**config.mk**
```make
export PLATFORM = sky130hd
export DESIGN_NAME = joy_serial_scanner
export DESIGN_NICKNAME = d
export VERILOG_FILES = /design/src/rtl/joy_serial_scanner.sv
export SDC_FILE = /design/constraint.sdc
export NUM_CORES = 1
export LEC_CHECK = 0
export ABC_CLOCK_PERIOD_IN_PS = 2000
export BUFFER_PORTS_ARGS = -buffer_cell sky130_fd_sc_hd__buf_2
export CORE_MARGIN = 5
export CORE_UTILIZATION = 35
export CTS_BUF_LIST = sky130_fd_sc_hd__clkbuf_8 sky130_fd_sc_hd__clkbuf_16
export DETAILED_ROUTE_END_ITERATION = 10
export PLACE_DENSITY = 0.61
export SYNTH_ARGS = -nofsm -noshare
export SYNTH_HDL_FRONTEND = slang
export SYNTH_SLANG_ARGS = --single-unit
```
**constraint.sdc**
```tcl
create_clock -name clk -period 2 [get_ports clk]
set_input_delay 0.1 -clock clk [delete_from_list [all_inputs] [get_ports clk]]
set_output_delay 0.1 -clock clk [all_outputs]
set_load 0.02 [all_outputs]
```
**src/rtl/joy_serial_scanner.sv**
```systemverilog
// Serial front end for the two DB9 joystick ports: drives JOY_CLK/JOY_LOAD and shifts in 16 bits per frame.
// Optional macro JOY_DEBOUNCE_EN: outputs update only when two consecutive frames agree.
module joy_serial_scanner #(
  parameter int CLKDIV    = 50,
  parameter int GAP_TICKS = 16
) (
  input  logic       clk,
  input  logic       rst_n,
  input  logic       clock_locked,
  input  logic       joy_data,
  output logic       joy_clk,
  output logic       joy_load,
  output logic [5:0] joy1,
  output logic [5:0] joy2,
  output logic       frame_strobe
);

  localparam int CNT_W = $clog2(CLKDIV);
  localparam int GAP_W = (GAP_TICKS > 1) ? $clog2(GAP_TICKS) : 1;
  localparam logic [CNT_W-1:0] TICK_LAST = CNT_W'(CLKDIV - 1);
  localparam logic [GAP_W-1:0] GAP_LAST  = GAP_W'(GAP_TICKS - 1);

  localparam logic [2:0] IDLE     = 3'd0;
  localparam logic [2:0] LOAD     = 3'd1;
  localparam logic [2:0] SHIFT_LO = 3'd2;
  localparam logic [2:0] SHIFT_HI = 3'd3;
  localparam logic [2:0] LATCH    = 3'd4;
  localparam logic [2:0] GAP      = 3'd5;

  logic [2:0]       state_r;
  logic [CNT_W-1:0] tick_cnt_r;
  logic [GAP_W-1:0] gap_cnt_r;
  logic [3:0]       idx_r;
  // Only the 12 used frame bits are stored: slots 0-5 hold joy1, slots 6-11 hold joy2.
  logic [11:0]      sh_r;
  logic             tick_s;
  logic             keep_s;
  logic [3:0]       slot_s;
`ifdef JOY_DEBOUNCE_EN
  logic [11:0]      prev_r;
`endif

  // Tick strobe and mapping of shift index to stored slot (bits 6,7,14,15 are dropped).
  always_comb begin
    tick_s = (tick_cnt_r == TICK_LAST);
    keep_s = (idx_r[2:1] != 2'b11);
    if (idx_r[3]) begin
      slot_s = {1'b0, idx_r[2:0]} + 4'd6;
    end else begin
      slot_s = {1'b0, idx_r[2:0]};
    end
  end

  // Scan tick divider, parked at zero whenever the scanner is idle or unlocked.
  always_ff @(posedge clk or negedge rst_n) begin
    if (!rst_n) begin
      tick_cnt_r <= '0;
    end else if (!clock_locked || (state_r == IDLE) || tick_s) begin
      tick_cnt_r <= '0;
    end else begin
      tick_cnt_r <= tick_cnt_r + CNT_W'(1);
    end
  end

  // Frame sequencer with registered pin drives, capture and output latch.
  always_ff @(posedge clk or negedge rst_n) begin
    if (!rst_n) begin
      state_r      <= IDLE;
      idx_r        <= 4'd0;
      gap_cnt_r    <= '0;
      sh_r         <= '1;
      joy_clk      <= 1'b0;
      joy_load     <= 1'b1;
      joy1         <= 6'h3F;
      joy2         <= 6'h3F;
      frame_strobe <= 1'b0;
`ifdef JOY_DEBOUNCE_EN
      prev_r       <= '1;
`endif
    end else begin
      frame_strobe <= 1'b0;
      if (!clock_locked) begin
        // Lock loss abandons the partial frame; joy1/joy2 keep their last values.
        state_r   <= IDLE;
        idx_r     <= 4'd0;
        gap_cnt_r <= '0;
        sh_r      <= '1;
        joy_clk   <= 1'b0;
        joy_load  <= 1'b1;
      end else begin
        case (state_r)
          IDLE: begin
            state_r  <= LOAD;
            idx_r    <= 4'd0;
            joy_load <= 1'b0;
            joy_clk  <= 1'b0;
          end
          LOAD: begin
            if (tick_s) begin
              joy_load <= 1'b1;
              idx_r    <= 4'd0;
              state_r  <= SHIFT_LO;
            end
          end
          SHIFT_LO: begin
            if (tick_s) begin
              if (keep_s) begin
                sh_r[slot_s] <= joy_data;
              end
              joy_clk <= 1'b1;
              state_r <= SHIFT_HI;
            end
          end
          SHIFT_HI: begin
            if (tick_s) begin
              joy_clk <= 1'b0;
              if (idx_r == 4'd15) begin
                state_r <= LATCH;
              end else begin
                idx_r   <= idx_r + 4'd1;
                state_r <= SHIFT_LO;
              end
            end
          end
          LATCH: begin
            if (tick_s) begin
`ifdef JOY_DEBOUNCE_EN
              if (sh_r == prev_r) begin
                joy1 <= sh_r[5:0];
                joy2 <= sh_r[11:6];
              end
              prev_r <= sh_r;
`else
              joy1 <= sh_r[5:0];
              joy2 <= sh_r[11:6];
`endif
              frame_strobe <= 1'b1;
              gap_cnt_r    <= '0;
              state_r      <= GAP;
            end
          end
          GAP: begin
            if (tick_s) begin
              if (gap_cnt_r == GAP_LAST) begin
                joy_load <= 1'b0;
                state_r  <= LOAD;
              end else begin
                gap_cnt_r <= gap_cnt_r + GAP_W'(1);
              end
            end
          end
          default: begin
            state_r  <= IDLE;
            joy_clk  <= 1'b0;
            joy_load <= 1'b1;
          end
        endcase
      end
    end
  end

endmodule

```
==> results.sh <==
export IMPL_outcome="complete, no violations"
export IMPL_viasPerCell=5.091
export IMPL_ant_nets=0
export IMPL_drive_above_1_share=0.3485
export IMPL_ys_warn_count=0
export IMPL_grt_pass1_vias=1608
export IMPL_cpPeakStageDelay_ns=0.39
export IMPL_crit_path_end_kind="flop"
export IMPL_tns_ns=0
export IMPL_n_antenna_cell=0
export IMPL_num_nets_final=250
export IMPL_hp_class="input pin to flop"
export IMPL_synthesis_area_um2=2257
export IMPL_p_leak_nw=1.196
export IMPL_postPlaceCellArea_um2=2485
export IMPL_hpwl_um=3231
export IMPL_path_max_fanout=6
export IMPL_startpoint_type="flop"
export IMPL_synth_cell_type_count=41
export IMPL_syn_inst=212
export IMPL_mostFrequentLayoutCell="nand2_1"
export IMPL_met2_wirelength_um=2146
export IMPL_final_min_clock_period_ns=1.867
export IMPL_max_freq_mhz=535.7
export IMPL_crit_family="simple AND/OR/NAND/NOR gates"
export IMPL_hold_ws_ns=0.1261
export IMPL_cts_buffer_depth=2
export IMPL_crit_required_ns=2.21
export IMPL_root_buffer="clkbuf_8"
export IMPL_core_area_um2=6314
export IMPL_slowest_stage="dfrtp_1"
export IMPL_gp_congestion=0.8235
export IMPL_grt_max_degree=28
export IMPL_crit_path_end="sh_r[1]"
export IMPL_ys_seq_area_frac=0.5017
export IMPL_clk_latency_ns=0.29
export IMPL_synth_top_flop_cell="dfstp_2"
export IMPL_slew_violations=0
export IMPL_first_pass_iters=4
export IMPL_crit_cells=7
export IMPL_worstPathCellList="ha_1 -> nor4b_2 -> nand3_1 -> buf_4 -> nor3_1 -> mux2i_1 -> nand2_1"
export IMPL_portBuffers=18
export IMPL_arrival_ns=2.08
export IMPL_cts_buffers=5
export IMPL_power_density_nw_per_um2=637.4
export IMPL_grt_pass1_wl_um=7479
export IMPL_cts_htree_levels=2
export IMPL_r2r_end="sh_r[1]"
export IMPL_slew_headroom=0.5996
export IMPL_dr_first_iter_drc_count=73
export IMPL_wl_um=4520
export IMPL_ys_ff_latch=44
export IMPL_drc=0
export IMPL_syn_to_final_growth_pct=16.85
export IMPL_die_area_um2=8155
export IMPL_grt_util_all_layers=0.1087
export IMPL_start_util=0.3575
export IMPL_rrSetupSlack_ns=0.13
export IMPL_path_clk_slew_ns=0.09
export IMPL_final_area_um2=2638
export IMPL_synth_edf_count=0
export IMPL_tightest_slew_ns=0.6006
export IMPL_rsz0062_at_grt="no"
export IMPL_dieWidth_um=90.31
export IMPL_syn_nets=222
export IMPL_die_y_um=90.31
export IMPL_via_count=1619
export IMPL_startpoint="idx_r[1]"
export IMPL_cp_buffers_inverters=1
export IMPL_cts_tree="yes"
export IMPL_r2r_start="idx_r[1]"
export IMPL_fin_crit_sh=0.9333
export IMPL_finalHoldViolCount=0
export IMPL_drv_cap=0
export IMPL_synthArstFlopShare=1.000
export IMPL_wl_met3_um=115
export IMPL_peakVddDrop_mv=0.4289
export IMPL_antenna_found_initial=0
export IMPL_worst_setup_path_type="flop to flop"
export IMPL_wl_met1_um=2203
export IMPL_wire_per_inst_um=14.21
export IMPL_clock_sinks=44
export IMPL_num_io_pins=19
export IMPL_r2r_cells=7
export IMPL_dp_slack_ns=0.02807
export IMPL_rows=29
export IMPL_highest_layer="met4"
export IMPL_setup_viol=0
export IMPL_grt_overflow=0
export IMPL_final_cell_mix="28 x nand2_1, 25 x dfstp_2, 19 x dfrtp_1"
export IMPL_syn_avg_cell_area_um2=10.65
export IMPL_layout_setup_ws_ns=0.1334
export IMPL_finClkSkew_ns=0.007426
metrics by stage:
step           instances  power (mW)    util
3_5_place_dp         308      0.9836  0.3936
3_3_place_gp         308      0.9824  0.3936
2_1_floorplan        212      0.9429       -
6_report             318       1.681  0.4178
4_1_cts              318       1.708  0.4156
5_1_grt              318       1.751  0.4178
registers in the layout, indices dropped and copies added, names as in the netlist:
name	count
joy1	6
sh_r	12
idx_r	4
joy_load	1
tick_cnt_r	6
joy2	6
gap_cnt_r	4
state_r	3
frame_strobe	1
joy_clk	1
power by group:
part / switching [mW] / total [mW] / internal [mW]
registers: 0.00358 / 0.901 / 0.897
clock network: 0.305 / 0.713 / 0.409
logic: 0.0459 / 0.0672 / 0.0212
layout make-up:
class,count,area (um2)
Inverter,6,22.52
Clock inverter,2,38.79
Sequential cell,44,1132
Tap cell,77,96.34
Fill cell,619,3676
Timing Repair Buffer,32,210.2
Clock buffer,6,82.58
Multi-Input combinational cell,151,1055
worst min path at each step:
| stage | slack (ns) | from | cells after the start | end |
|---|---|---|---|---|
| floorplan | -0.20 | rst_n | 0 | frame_strobe |
| global placement | 0.15 | rst_n | 1 | tick_cnt_r[0] |
| detailed placement | 0.16 | rst_n | 1 | tick_cnt_r[0] |
| CTS | 0.12 | clock_locked | 3 | state_r[2] |
| global route | 0.15 | clock_locked | 3 | state_r[2] |
| finish | 0.13 | clock_locked | 3 | state_r[2] |
layer usage:
layer  track usage  vias up
met2        0.1780       29
met3       0.01750        5
li1              -      796
met4       0.03722        0
met5             0        -
met1        0.1455      789
cells by family (layout without fill, tap and decap cells):
| group | after synthesis | after routing | synth area share |
|---|---|---|---|
| AND/OR/NAND/NOR | 89 | 89 | 0.1929 |
| AO/OA/AOI/OAI | 25 | 25 | 0.07872 |
| flip-flops | 44 | 44 | 0.5017 |
| buffers and inverters | 17 | 46 | 0.03714 |
| adder cells (fa/ha/maj) | 6 | 6 | 0.03326 |
| XOR/XNOR | 6 | 6 | 0.02329 |
| multiplexers | 25 | 25 | 0.1330 |
cell usage after synthesis, types with 4 or more instances:
cell type / count / area share
buf_2: 4 / 0.0089
clkbuf_1: 5 / 0.0083
dfrtp_1: 19 / 0.21
dfstp_2: 25 / 0.29
ha_1: 6 / 0.033
inv_1: 6 / 0.010
mux2_2: 4 / 0.020
mux2_4: 9 / 0.060
mux2i_1: 12 / 0.053
nand2_1: 29 / 0.048
nand3_1: 16 / 0.035
nor2_1: 17 / 0.028
nor2b_1: 4 / 0.011
nor3_1: 8 / 0.018
o21ai_0: 8 / 0.018
timing repair:
item / in CTS / in global routing
gates cloned: 0 / 0
endpoints found under the setup margin: 3 / 6
gates resized for setup: 0 / 3
endpoints found under the hold margin: 18 / 0
setup buffers: 1 / 0
pin swaps: 1 / 0
hold buffers: 1 / 0
worst min-delay path: stages:
cell and delay, ns:
buf_2 0.11, nand2_1 0.09, o32ai_1 0.08
(Power assumes the default switching activity.)
